===== src/rtl/leon_mem_arbiter.sv =====
// Arbitrates LEON fetch (I) and data (D) requests onto one memory port and
// sequences the request/grant/response handshake, returning data and errors.
module leon_mem_arbiter #(
  parameter int DATA_W      = 32,
  parameter int MAX_DSTREAK = 4,
  parameter int TIMEOUT     = 16
) (
  input  logic              clk,
  input  logic              rst,
  input  logic              i_req,
  input  logic [DATA_W-1:0] i_addr,
  output logic [DATA_W-1:0] i_rdata,
  output logic              i_hold,
  output logic              i_exc,
  input  logic              d_req,
  input  logic              d_we,
  input  logic [DATA_W-1:0] d_addr,
  input  logic [DATA_W-1:0] d_wdata,
  output logic [DATA_W-1:0] d_rdata,
  output logic              d_hold,
  output logic              d_mexc,
  output logic              m_req,
  output logic              m_we,
  output logic [DATA_W-1:0] m_addr,
  output logic [DATA_W-1:0] m_wdata,
  input  logic              m_gnt,
  input  logic              m_rvalid,
  input  logic [DATA_W-1:0] m_rdata,
  input  logic              m_err,
  output logic [1:0]        dbg_state,
  output logic              dbg_owner
);

  // Memory handshake: m_req/m_addr/m_we/m_wdata stay stable from REQ entry
  // until the cycle m_gnt is sampled high; m_rvalid (qualified by m_err) is
  // only honoured in WAIT, so a response in the grant cycle or in IDLE is lost.
  typedef enum logic [1:0] {IDLE = 2'd0, REQ = 2'd1, WAIT = 2'd2, DONE = 2'd3} state_t;

  localparam logic [3:0] DS_MAX  = 4'(MAX_DSTREAK);
  localparam logic [7:0] TO_LAST = 8'(TIMEOUT - 1);

  state_t            state_q, state_d;
  logic              owner_q, owner_d;
  logic              m_req_q, m_req_d;
  logic              m_we_q, m_we_d;
  logic [DATA_W-1:0] m_addr_q, m_addr_d;
  logic [DATA_W-1:0] m_wdata_q, m_wdata_d;
  logic [DATA_W-1:0] i_rdata_q, i_rdata_d;
  logic [DATA_W-1:0] d_rdata_q, d_rdata_d;
  logic              i_exc_q, i_exc_d;
  logic              d_mexc_q, d_mexc_d;
  logic [3:0]        dstreak_q, dstreak_d;
  logic [7:0]        tcnt_q, tcnt_d;
  logic              pick_i;

  always_comb begin
    state_d   = state_q;
    owner_d   = owner_q;
    m_req_d   = m_req_q;
    m_we_d    = m_we_q;
    m_addr_d  = m_addr_q;
    m_wdata_d = m_wdata_q;
    i_rdata_d = i_rdata_q;
    d_rdata_d = d_rdata_q;
    i_exc_d   = 1'b0;
    d_mexc_d  = 1'b0;
    dstreak_d = dstreak_q;
    tcnt_d    = tcnt_q;
    pick_i    = 1'b0;
    case (state_q)
      IDLE: begin
        tcnt_d = '0;
        if (!i_req) dstreak_d = '0;
        if (i_req || d_req) begin
          // Data wins unless the fetch side has already waited out a full streak.
          pick_i  = i_req && (!d_req || dstreak_q == DS_MAX);
          state_d = REQ;
          m_req_d = 1'b1;
          if (pick_i) begin
            owner_d   = 1'b0;
            m_addr_d  = i_addr;
            m_we_d    = 1'b0;
            m_wdata_d = '0;
            dstreak_d = '0;
          end else begin
            owner_d   = 1'b1;
            m_addr_d  = d_addr;
            m_we_d    = d_we;
            m_wdata_d = d_wdata;
            if (i_req && dstreak_q != DS_MAX) dstreak_d = dstreak_q + 4'd1;
          end
        end
      end
      REQ: begin
        tcnt_d = tcnt_q + 8'd1;
        if (tcnt_q == TO_LAST) begin
          state_d  = DONE;
          m_req_d  = 1'b0;
          i_exc_d  = !owner_q;
          d_mexc_d = owner_q;
        end else if (m_gnt) begin
          state_d = WAIT;
          m_req_d = 1'b0;
        end
      end
      WAIT: begin
        tcnt_d = tcnt_q + 8'd1;
        if (m_rvalid) begin
          state_d = DONE;
          if (owner_q) begin
            d_rdata_d = m_rdata;
            d_mexc_d  = m_err;
          end else begin
            i_rdata_d = m_rdata;
            i_exc_d   = m_err;
          end
        end else if (tcnt_q == TO_LAST) begin
          state_d  = DONE;
          i_exc_d  = !owner_q;
          d_mexc_d = owner_q;
        end
      end
      DONE: begin
        state_d = IDLE;
        tcnt_d  = '0;
      end
      default: state_d = IDLE;
    endcase
  end

  always_ff @(posedge clk or negedge rst) begin
    if (!rst) begin
      state_q   <= IDLE;
      owner_q   <= 1'b0;
      m_req_q   <= 1'b0;
      m_we_q    <= 1'b0;
      m_addr_q  <= '0;
      m_wdata_q <= '0;
      i_rdata_q <= '0;
      d_rdata_q <= '0;
      i_exc_q   <= 1'b0;
      d_mexc_q  <= 1'b0;
      dstreak_q <= '0;
      tcnt_q    <= '0;
    end else begin
      state_q   <= state_d;
      owner_q   <= owner_d;
      m_req_q   <= m_req_d;
      m_we_q    <= m_we_d;
      m_addr_q  <= m_addr_d;
      m_wdata_q <= m_wdata_d;
      i_rdata_q <= i_rdata_d;
      d_rdata_q <= d_rdata_d;
      i_exc_q   <= i_exc_d;
      d_mexc_q  <= d_mexc_d;
      dstreak_q <= dstreak_d;
      tcnt_q    <= tcnt_d;
    end
  end

  assign m_req     = m_req_q;
  assign m_we      = m_we_q;
  assign m_addr    = m_addr_q;
  assign m_wdata   = m_wdata_q;
  assign i_rdata   = i_rdata_q;
  assign d_rdata   = d_rdata_q;
  assign i_exc     = i_exc_q;
  assign d_mexc    = d_mexc_q;
  assign i_hold    = ~(i_req & ~((state_q == DONE) & ~owner_q));
  assign d_hold    = ~(d_req & ~((state_q == DONE) & owner_q));
  assign dbg_state = state_q;
  assign dbg_owner = owner_q;

endmodule


===== config.mk =====
export PLATFORM = sky130hd
export DESIGN_NAME = leon_mem_arbiter
export DESIGN_NICKNAME = d
export VERILOG_FILES = /design/src/rtl/leon_mem_arbiter.sv
export SDC_FILE = /design/constraint.sdc
export NUM_CORES = 1
export LEC_CHECK = 0
export BUFFER_PORTS_ARGS = -buffer_cell sky130_fd_sc_hd__buf_4
export CORE_ASPECT_RATIO = 0.75
export CORE_MARGIN = 3
export CORE_UTILIZATION = 45
export CTS_CLUSTER_DIAMETER = 150
export DETAILED_ROUTE_END_ITERATION = 12
export PLACE_DENSITY_LB_ADDON = 0.15
export SLEW_MARGIN = 40
export SYNTH_ARGS = -nofsm -noshare
export SYNTH_HDL_FRONTEND = slang
export SYNTH_SLANG_ARGS = --single-unit

===== constraint.sdc =====
create_clock -name clk -period 2 [get_ports clk]
set_input_delay 0.1 -clock clk [delete_from_list [all_inputs] [get_ports clk]]
set_output_delay 0.1 -clock clk [all_outputs]
set_load 0.02 [all_outputs]

# Word-level counts from Yosys, hierarchy flattened
# Index checks and enable logic that the tools add are counted.
# W data, S select, Z words.
# classes
n_eq_ne	9
mux	27
add_sub_neg	2
n_bitwise	9
reduce_logical	15
# op_table
operator	count
$mux W32	2
$mux W4	4
$pmux W8 S2	1
$reduce_and A3 Y1	4
$mux W1	11
$mux W2	5
$add A8 B1 Y8 const B	1
$eq A8 B4 Y1 const B	1
$pmux W2 S4	1
$ne A3 B3 Y1 const B	2
$pmux W1 S2	3
$not A1 Y1	5
$add A4 B1 Y4 const B	1
$and A1 B1 Y1	4
$eq A2 B2 Y1 const B	2
$eq A4 B3 Y1 const B	1
$ne A4 B3 Y1 const B	1
$reduce_or A2 Y1	2
$eq A2 B1 Y1 const B	1
$logic_and A1 B1 Y1	2
$logic_not A1 Y1	2
$logic_not A2 Y1	1
$logic_or A1 B1 Y1	2
$ne A2 B2 Y1 const B	1
2 further kinds	2
# totals
out_inout_bits	137
inputBits	136
ff_bits	147
wordCells	74

# Logic depth before layout (Yosys ltp)
# Gate-level depths: netlist (run 1).
# logic_depth
ltp_word	5
depth_mapped	8
ltp_nobuf	6

# Least setup slack after synthesis (run 1)
# No wires, ideal clock.
# synth_timing
path_kind	register to register
startpoint	register state_q[0] (netlist: dbg_state[0])
endpoint	register i_rdata_q[10] (netlist: i_rdata[10])
t_required_ns	1.875
path_stages_with_launch	6
slack_ns	0.307
arrival_ns	1.569
setup_ns	0.125
period_less_slack_ns	1.693
path_cell_list	dfrtp_1 inv_1 ha_1 nand3b_1 buf_2 mux2_2
# synth_between
elab_chain_len	2
# synth_lines
item	line	rtl
start: declaration	42	state_t state_q, state_d;
start signal: assignment	146	state_q <= state_d;
$eq A2 B2 Y1	70	case (state_q)
$reduce_and A3 Y1 (no source line)	n/a	
end signal: assignment	152	i_rdata_q <= i_rdata_d;
end: declaration	48	logic [DATA_W-1:0] i_rdata_q, i_rdata_d;
# No other way between the ends.
# A chain may end at the register's enable or synchronous reset.

# Final worst setup path (run 1)
# layout_timing
startpoint	register dstreak_q[1]
endpoint	register m_addr_q[3] (netlist: m_addr[3])
# layout_between
elab_chain_len	4
# layout_lines
item	line	rtl
start: declaration	52	logic [3:0] dstreak_q, dstreak_d;
start signal: assignment	156	dstreak_q <= dstreak_d;
$eq A4 B3 Y1	76	pick_i = i_req && (!d_req || dstreak_q == DS_MAX);
$logic_or A1 B1 Y1	76	
$logic_and A1 B1 Y1	76	
$mux W32	79	if (pick_i) begin
end signal: assignment	150	m_addr_q <= m_addr_d;
end: declaration	46	logic [DATA_W-1:0] m_addr_q, m_addr_d;
# No other way between the ends.

==> impl_metrics.tcl, run 1 <==
set metrics [dict create \
    top_usage_layer "met2" \
    via_per_inst 5.16 \
    gp_congestion 0.849 \
    rsz0062_at_grt "no" \
    worstSetupStartpoint "dstreak_q[1]" \
    layout_common_cells "buf_4, dfrtp_1, dlygate4sd3_1" \
    crit_type "reg2reg" \
    r2r-start "dstreak_q[1]" \
    crit_path_max_incr_delay_ns 0.38 \
    fin_util_pct 78.5 \
    coreArea_mm2 0.0132 \
    hp-class "in2reg" \
    io_pins 273 \
    pre_cts_slack_ns 0.261 \
    antenna_found_initial 0 \
    cp_data_arrival_time_ns 2.13 \
    vias 5876 \
    skew_ns 0.00904 \
    final_antenna_net_count 0 \
    htreeDepth 4 \
    grt_pass1_vias 6207 \
    max_freq_mhz 553 \
    whs_ns 0.0118 \
    synth-seq-cells 147 \
    grt_util_met3_pct 7.15 \
    fin_tns_setup_ns 0 \
    rrSetupSlack_ns 0.19 \
    fin_area_mm2 0.0104 \
    drtIter0Drc 285 \
    placed_area_mm2 0.00843 \
    synth_area_mm2 0.00618 \
    worstRegToRegCells 7 \
    timing.final.crit_share_pct 90.5 \
    insertion_delay_ns 0.41 \
    synth_area_per_cell_um2 11.1 \
    hold_path_startpoint "i_addr[16]" \
    antenna_cells 0 \
    cts_setup_buffers 0 \
    drc_errors 0 \
    layout-drive-gt1-share_pct 40.2 \
    peakVddDrop_v 0.00115 \
    area_growth_pct 67.7 \
    synth-seq-area-share_pct 59.5 \
    setup_viol 0 \
    p_leak_nw 5.18 \
    crit_path_max_fanout 58 \
    postLayoutSetupSlackWorst_ns 0.191 \
    grt_util_met1_pct 32.7 \
    dr.pass1.iters 5 \
    ys_warn_count 0 \
    cts_buffers 17 \
    final_hold_viol_count 0 \
    grt_overflow 0 \
    layout_commonest_cell "buf_4" \
    io_buffers 272 \
    die_w_um 141 \
    cts_sinks 147 \
    hpwlAfterDp_mm 13.2 \
    syn_inst 555 \
    cp-start-kind "flop" \
    grt_usage_pct 27.7 \
    grt_max_degree 60 \
    grt_pass1_wl_mm 32.9 \
    tightest_slew_ns 0.517 \
    ctsResizeCount 0 \
    crit_path_end_kind "flop" \
    nets 1098 \
    cp_slowest_cell "dfrtp_1" \
    outcome "complete, no violations" \
    die_area_mm2 0.0152 \
    hold_path_depth 3 \
    synth_cell_types 41 \
    ctsHoldBuffers 129 \
    crit_required_ns 2.32 \
    synth_nets 699 \
    root_buffer "clkbuf_16" \
    powerDensity_mw_per_mm2 1530 \
    clk_pin_slew_ns 0.06 \
    max-cap-violations 0 \
    start_util_pct 46.8 \
    placementRows 36 \
    fin_crit_ns 1.81 \
    clockBufferDepth 2 \
    fp.dieH_um 107 \
    tritoncts "yes" \
    drt_wl_total_mm 20.8 \
    crit_chain "inv_1 -> ha_1 -> and3b_1 -> o21ai_4 -> buf_12 -> nand2_1 -> a21oi_1" \
    slew_viol_final 0 \
    grtUsageMet2_pct 47.9 \
    max_slew_margin_pct 65.5 \
    wl_per_cell_um 18.3 \
]
==> registers in the layout, indices dropped and copies added (netlist names) <==
signal and count:
d_mexc 1, d_rdata 32, dbg_owner 1, dbg_state 2, dstreak_q 4, i_exc 1
i_rdata 32, m_addr 32, m_req 1, m_wdata 32, m_we 1, tcnt_q 8
==> stage by stage <==
stage / cells / power (mW)
global route: 1138 / 16.7
CTS: 1138 / 15.8
global placement: 977 / 11.9
floorplan: 555 / 8.91
finish: 1138 / 15.9
detailed placement: 977 / 12.1
==> power breakdown <==
| part | leakage [nW] | switching, mW | internal (mW) | total (mW) |
|---|---|---|---|---|
| Sequential | 1.79 | 0.847 | 4.34 | 5.19 |
| Clock | 0.317 | 1.20 | 2.22 | 3.42 |
| Combinational | 3.08 | 4.00 | 3.24 | 7.24 |
==> cells by family after synthesis <==
family | count (synthesis) | share of synthesized area [%]
and+or+nand+nor | 203 | 14.6
adders and majority gates | 8 | 1.62
buffers and inverters | 41 | 3.89
DFF | 147 | 59.5
xor gates and xnor gates | 5 | 0.709
AOI/OAI and AO/OA | 87 | 8.04
muxes | 64 | 11.7
==> cell usage after synthesis, drive strengths merged <==
| cell type | instances | share of area [%] |
|---|---|---|
| a21boi | 2 | 0.30 |
| a21o | 1 | 0.12 |
| a21oi | 66 | 5.5 |
| a311oi | 1 | 0.14 |
| a31o | 1 | 0.14 |
| a31oi | 1 | 0.10 |
| a32o | 1 | 0.16 |
| a32oi | 1 | 0.14 |
| and2 | 6 | 0.61 |
| and3 | 4 | 0.40 |
| and3b | 2 | 0.28 |
| buf | 29 | 3.1 |
| clkbuf | 5 | 0.34 |
| dfrtp | 147 | 60 |
| ha | 8 | 1.6 |
| inv | 7 | 0.43 |
| mux2 | 64 | 12 |
| nand2 | 109 | 6.6 |
| nand3 | 38 | 3.1 |
| nand3b | 2 | 0.45 |
| nor2 | 34 | 2.1 |
| nor2b | 5 | 0.55 |
| nor3 | 1 | 0.081 |
| nor4 | 1 | 0.34 |
| o211ai | 2 | 0.24 |
| o21ai | 8 | 0.71 |
| o2bb2ai | 1 | 0.24 |
| o31ai | 1 | 0.12 |
| o32ai | 1 | 0.14 |
| or3 | 1 | 0.10 |
| xnor2 | 2 | 0.28 |
| xor2 | 3 | 0.43 |
==> worst max-delay path: cells and delay by family, from the launching register on <==
| kind | cells | cell delay (ns) |
|---|---|---|
| buffers and inverters | 2 | 0.35 |
| AND/OR/NAND/NOR | 2 | 0.36 |
| AO/OA/AOI/OAI | 2 | 0.37 |
| flip-flops | 1 | 0.38 |
| adder cells (fa/ha/maj) | 1 | 0.23 |
==> path summary, 6_finish.rpt <==
| check | to |
|---|---|
| max in group asynchronous | m_wdata[30] |
| worst max-delay path | m_addr[3] |
| worst min-delay path | m_addr[16] |
| worst max register to register | m_addr[3] |
| worst min register to register | tcnt_q[0] |
| min in group asynchronous | i_rdata[13] |
==> per-layer routing <==
layer  vias to the layer above  share of wire (%)
met1                      2821                 37
met3                        62                7.5
li1                       2676                  -
met4                         0                3.6
met5                         -                  0
met2                       317                 52
==> layout make-up <==
type | count | area [um^2]
tap | 171 | 214
clock buffer | 19 | 433
timing repair buffer | 414 | 3510
inverter | 7 | 26.3
multi-input combinational | 367 | 2290
clock inverter | 13 | 208
fill | 771 | 2840
sequential | 147 | 3680
Note: power is estimated with default switching activity, not from simulation.
==> run 2: changes to the inputs <==
Settings changed: RECOVER_POWER set to 100, SKIP_LAST_GASP set to 1.
==> run 2 against run 1 <==
Effect of this change:
- clock power is essentially flat
- highest routed layer unchanged
- core utilization shrank 4.2 points
- clock skew is essentially flat
==> impl_metrics.tcl, run 2 (synthesis gave the netlist of run 1 again) <==
set metrics [dict create \
    antenna_found_initial 0 \
    skew_ns 0.00889 \
    gp_congestion 0.849 \
    slew_viol_final 0 \
    p_leak_nw 4.65 \
    p_switching_mw 6.03 \
    fin_crit_ns 1.88 \
    crit_type "reg2reg" \
    crit_required_ns 2.29 \
    layout-drive-gt1-share_pct 26.0 \
    cts_sinks 147 \
    hpwlAfterDp_mm 13.2 \
    layout_commonest_cell "dfrtp_1" \
    outcome "complete, no violations" \
    powerDensity_mw_per_mm2 1500 \
    dp.cells 977 \
    final_hold_viol_count 0 \
    setup_viol 0 \
    fillers 958 \
    peakVddDrop_v 0.000963 \
    combPwrFrac_pct 41.7 \
    grt_usage_pct 27.7 \
    io_pins 273 \
    tritoncts "yes" \
    grt_overflow 0 \
    p_int_mw 8.69 \
    fin_cells 1138 \
    worstSetupStartpoint "dbg_state[0]" \
    max-cap-violations 0 \
    cp_data_arrival_time_ns 2.17 \
    clockBufferDepth 2 \
    drt_wl_total_mm 20.8 \
    switching_share_pct 41.0 \
    layout_common_cells "dfrtp_1, buf_4, clkbuf_1" \
    area_growth_pct 58.7 \
    io_buffers 272 \
    insertion_delay_ns 0.41 \
    dr.pass1.iters 5 \
    finalPower_mw 14.7 \
    placementRows 36 \
    htreeDepth 4 \
    cts_buffers 17 \
    fin_util_pct 74.3 \
    cp-start-kind "flop" \
    seq_area_mm2 0.00368 \
    hp-class "in2reg" \
    drtIter0Drc 333 \
    start_util_pct 46.8 \
    rsz0062_at_grt "no" \
    hold_path_depth 3 \
    ctsResizeCount 0 \
    grt_pass1_vias 6207 \
    root_buffer "clkbuf_16" \
    p_clk_share_pct 23.2 \
    fp.dieH_um 107 \
    worstRegToRegCells 5 \
    multiInputGateArea_mm2 0.00229 \
    via_per_inst 5.19 \
    clk_pin_slew_ns 0.06 \
    max_slew_margin_pct 8.34 \
    ctsHoldBuffers 129 \
    r2r-start "dbg_state[0]" \
    coreArea_mm2 0.0132 \
    vias 5904 \
    crit_path_end_kind "flop" \
    antenna_cells 0 \
    crit_path_max_fanout 32 \
    seq_power_share_pct 35.0 \
    regToRegEndpoint "d_rdata[1]" \
    fin_tns_setup_ns 0 \
    die_area_mm2 0.0152 \
    rrSetupSlack_ns 0.12 \
    min_to "m_addr[16]" \
    grt_pass1_wl_mm 32.9 \
    nets 1098 \
    timing.final.crit_share_pct 93.8 \
    wl_per_cell_um 18.2 \
    hold_path_startpoint "i_addr[16]" \
    die_w_um 141 \
    final_antenna_net_count 0 \
    cts_setup_buffers 0 \
    max_freq_mhz 533 \
    drc_errors 0 \
    tightest_slew_ns 1.37 \
    grt_max_degree 60 \
]
==> run 2: power groups by stage <==
stage	Combinational (mW)	Sequential [mW]	Clock, mW
2_1_floorplan	2.26	6.65	0
3_3_place_gp	6.80	5.09	0
3_5_place_dp	6.96	5.17	0
4_1_cts	7.18	5.14	3.50
5_1_grt	6.62	5.30	3.62
6_report	6.14	5.16	3.42
==> run 2: critical path, cell delays in order, from the launching register on <==
cell	delay [ns]
dfrtp_1	0.39
inv_1	0.12
ha_1	0.27
nand3_1	0.09
clkbuf_4	0.46
mux2_2	0.40
==> run 2: worst max-delay path by stage <==
stage	to	slack [ns]	cells after the start
final	d_rdata[1]	0.12	5
after detailed placement	m_addr[19]	0.26	7
after global routing	d_rdata[18]	0.04	5
after global placement	m_addr[27]	0.34	7
after floorplan	i_rdata[10]	0.31	5
after CTS	m_addr[26]	0.24	7
==> run 2: routing by layer <==
| layer | vias to the layer above | global-route usage (%) | routed length [um] |
|---|---|---|---|
| met2 | 336 | 47.9 | 10600 |
| li1 | 2680 | - | - |
| met1 | 2825 | 32.7 | 7720 |
| met4 | 0 | 12.3 | 773 |
| met5 | - | 0 | 0 |
| met3 | 63 | 7.15 | 1660 |
==> run 2: final cells by class <==
type | count | area share, %
Tap cell | 171 | 2.18
Clock buffer | 19 | 4.41
Multi-Input combinational cell | 367 | 23.3
Sequential cell | 147 | 37.5
Timing Repair Buffer | 414 | 30.2
Inverter | 7 | 0.268
Clock inverter | 13 | 2.12
==> run 2: stage by stage <==
step,hold WS (ns),setup slack [ns],cell area (um^2)
floorplan,-0.196,0.307,6180
CTS,0.000480,0.243,10400
finish,0.0104,0.123,9810
detailed placement,0.0860,0.261,8430
global route,0.0131,0.0377,9810
global placement,0.0742,0.340,8430
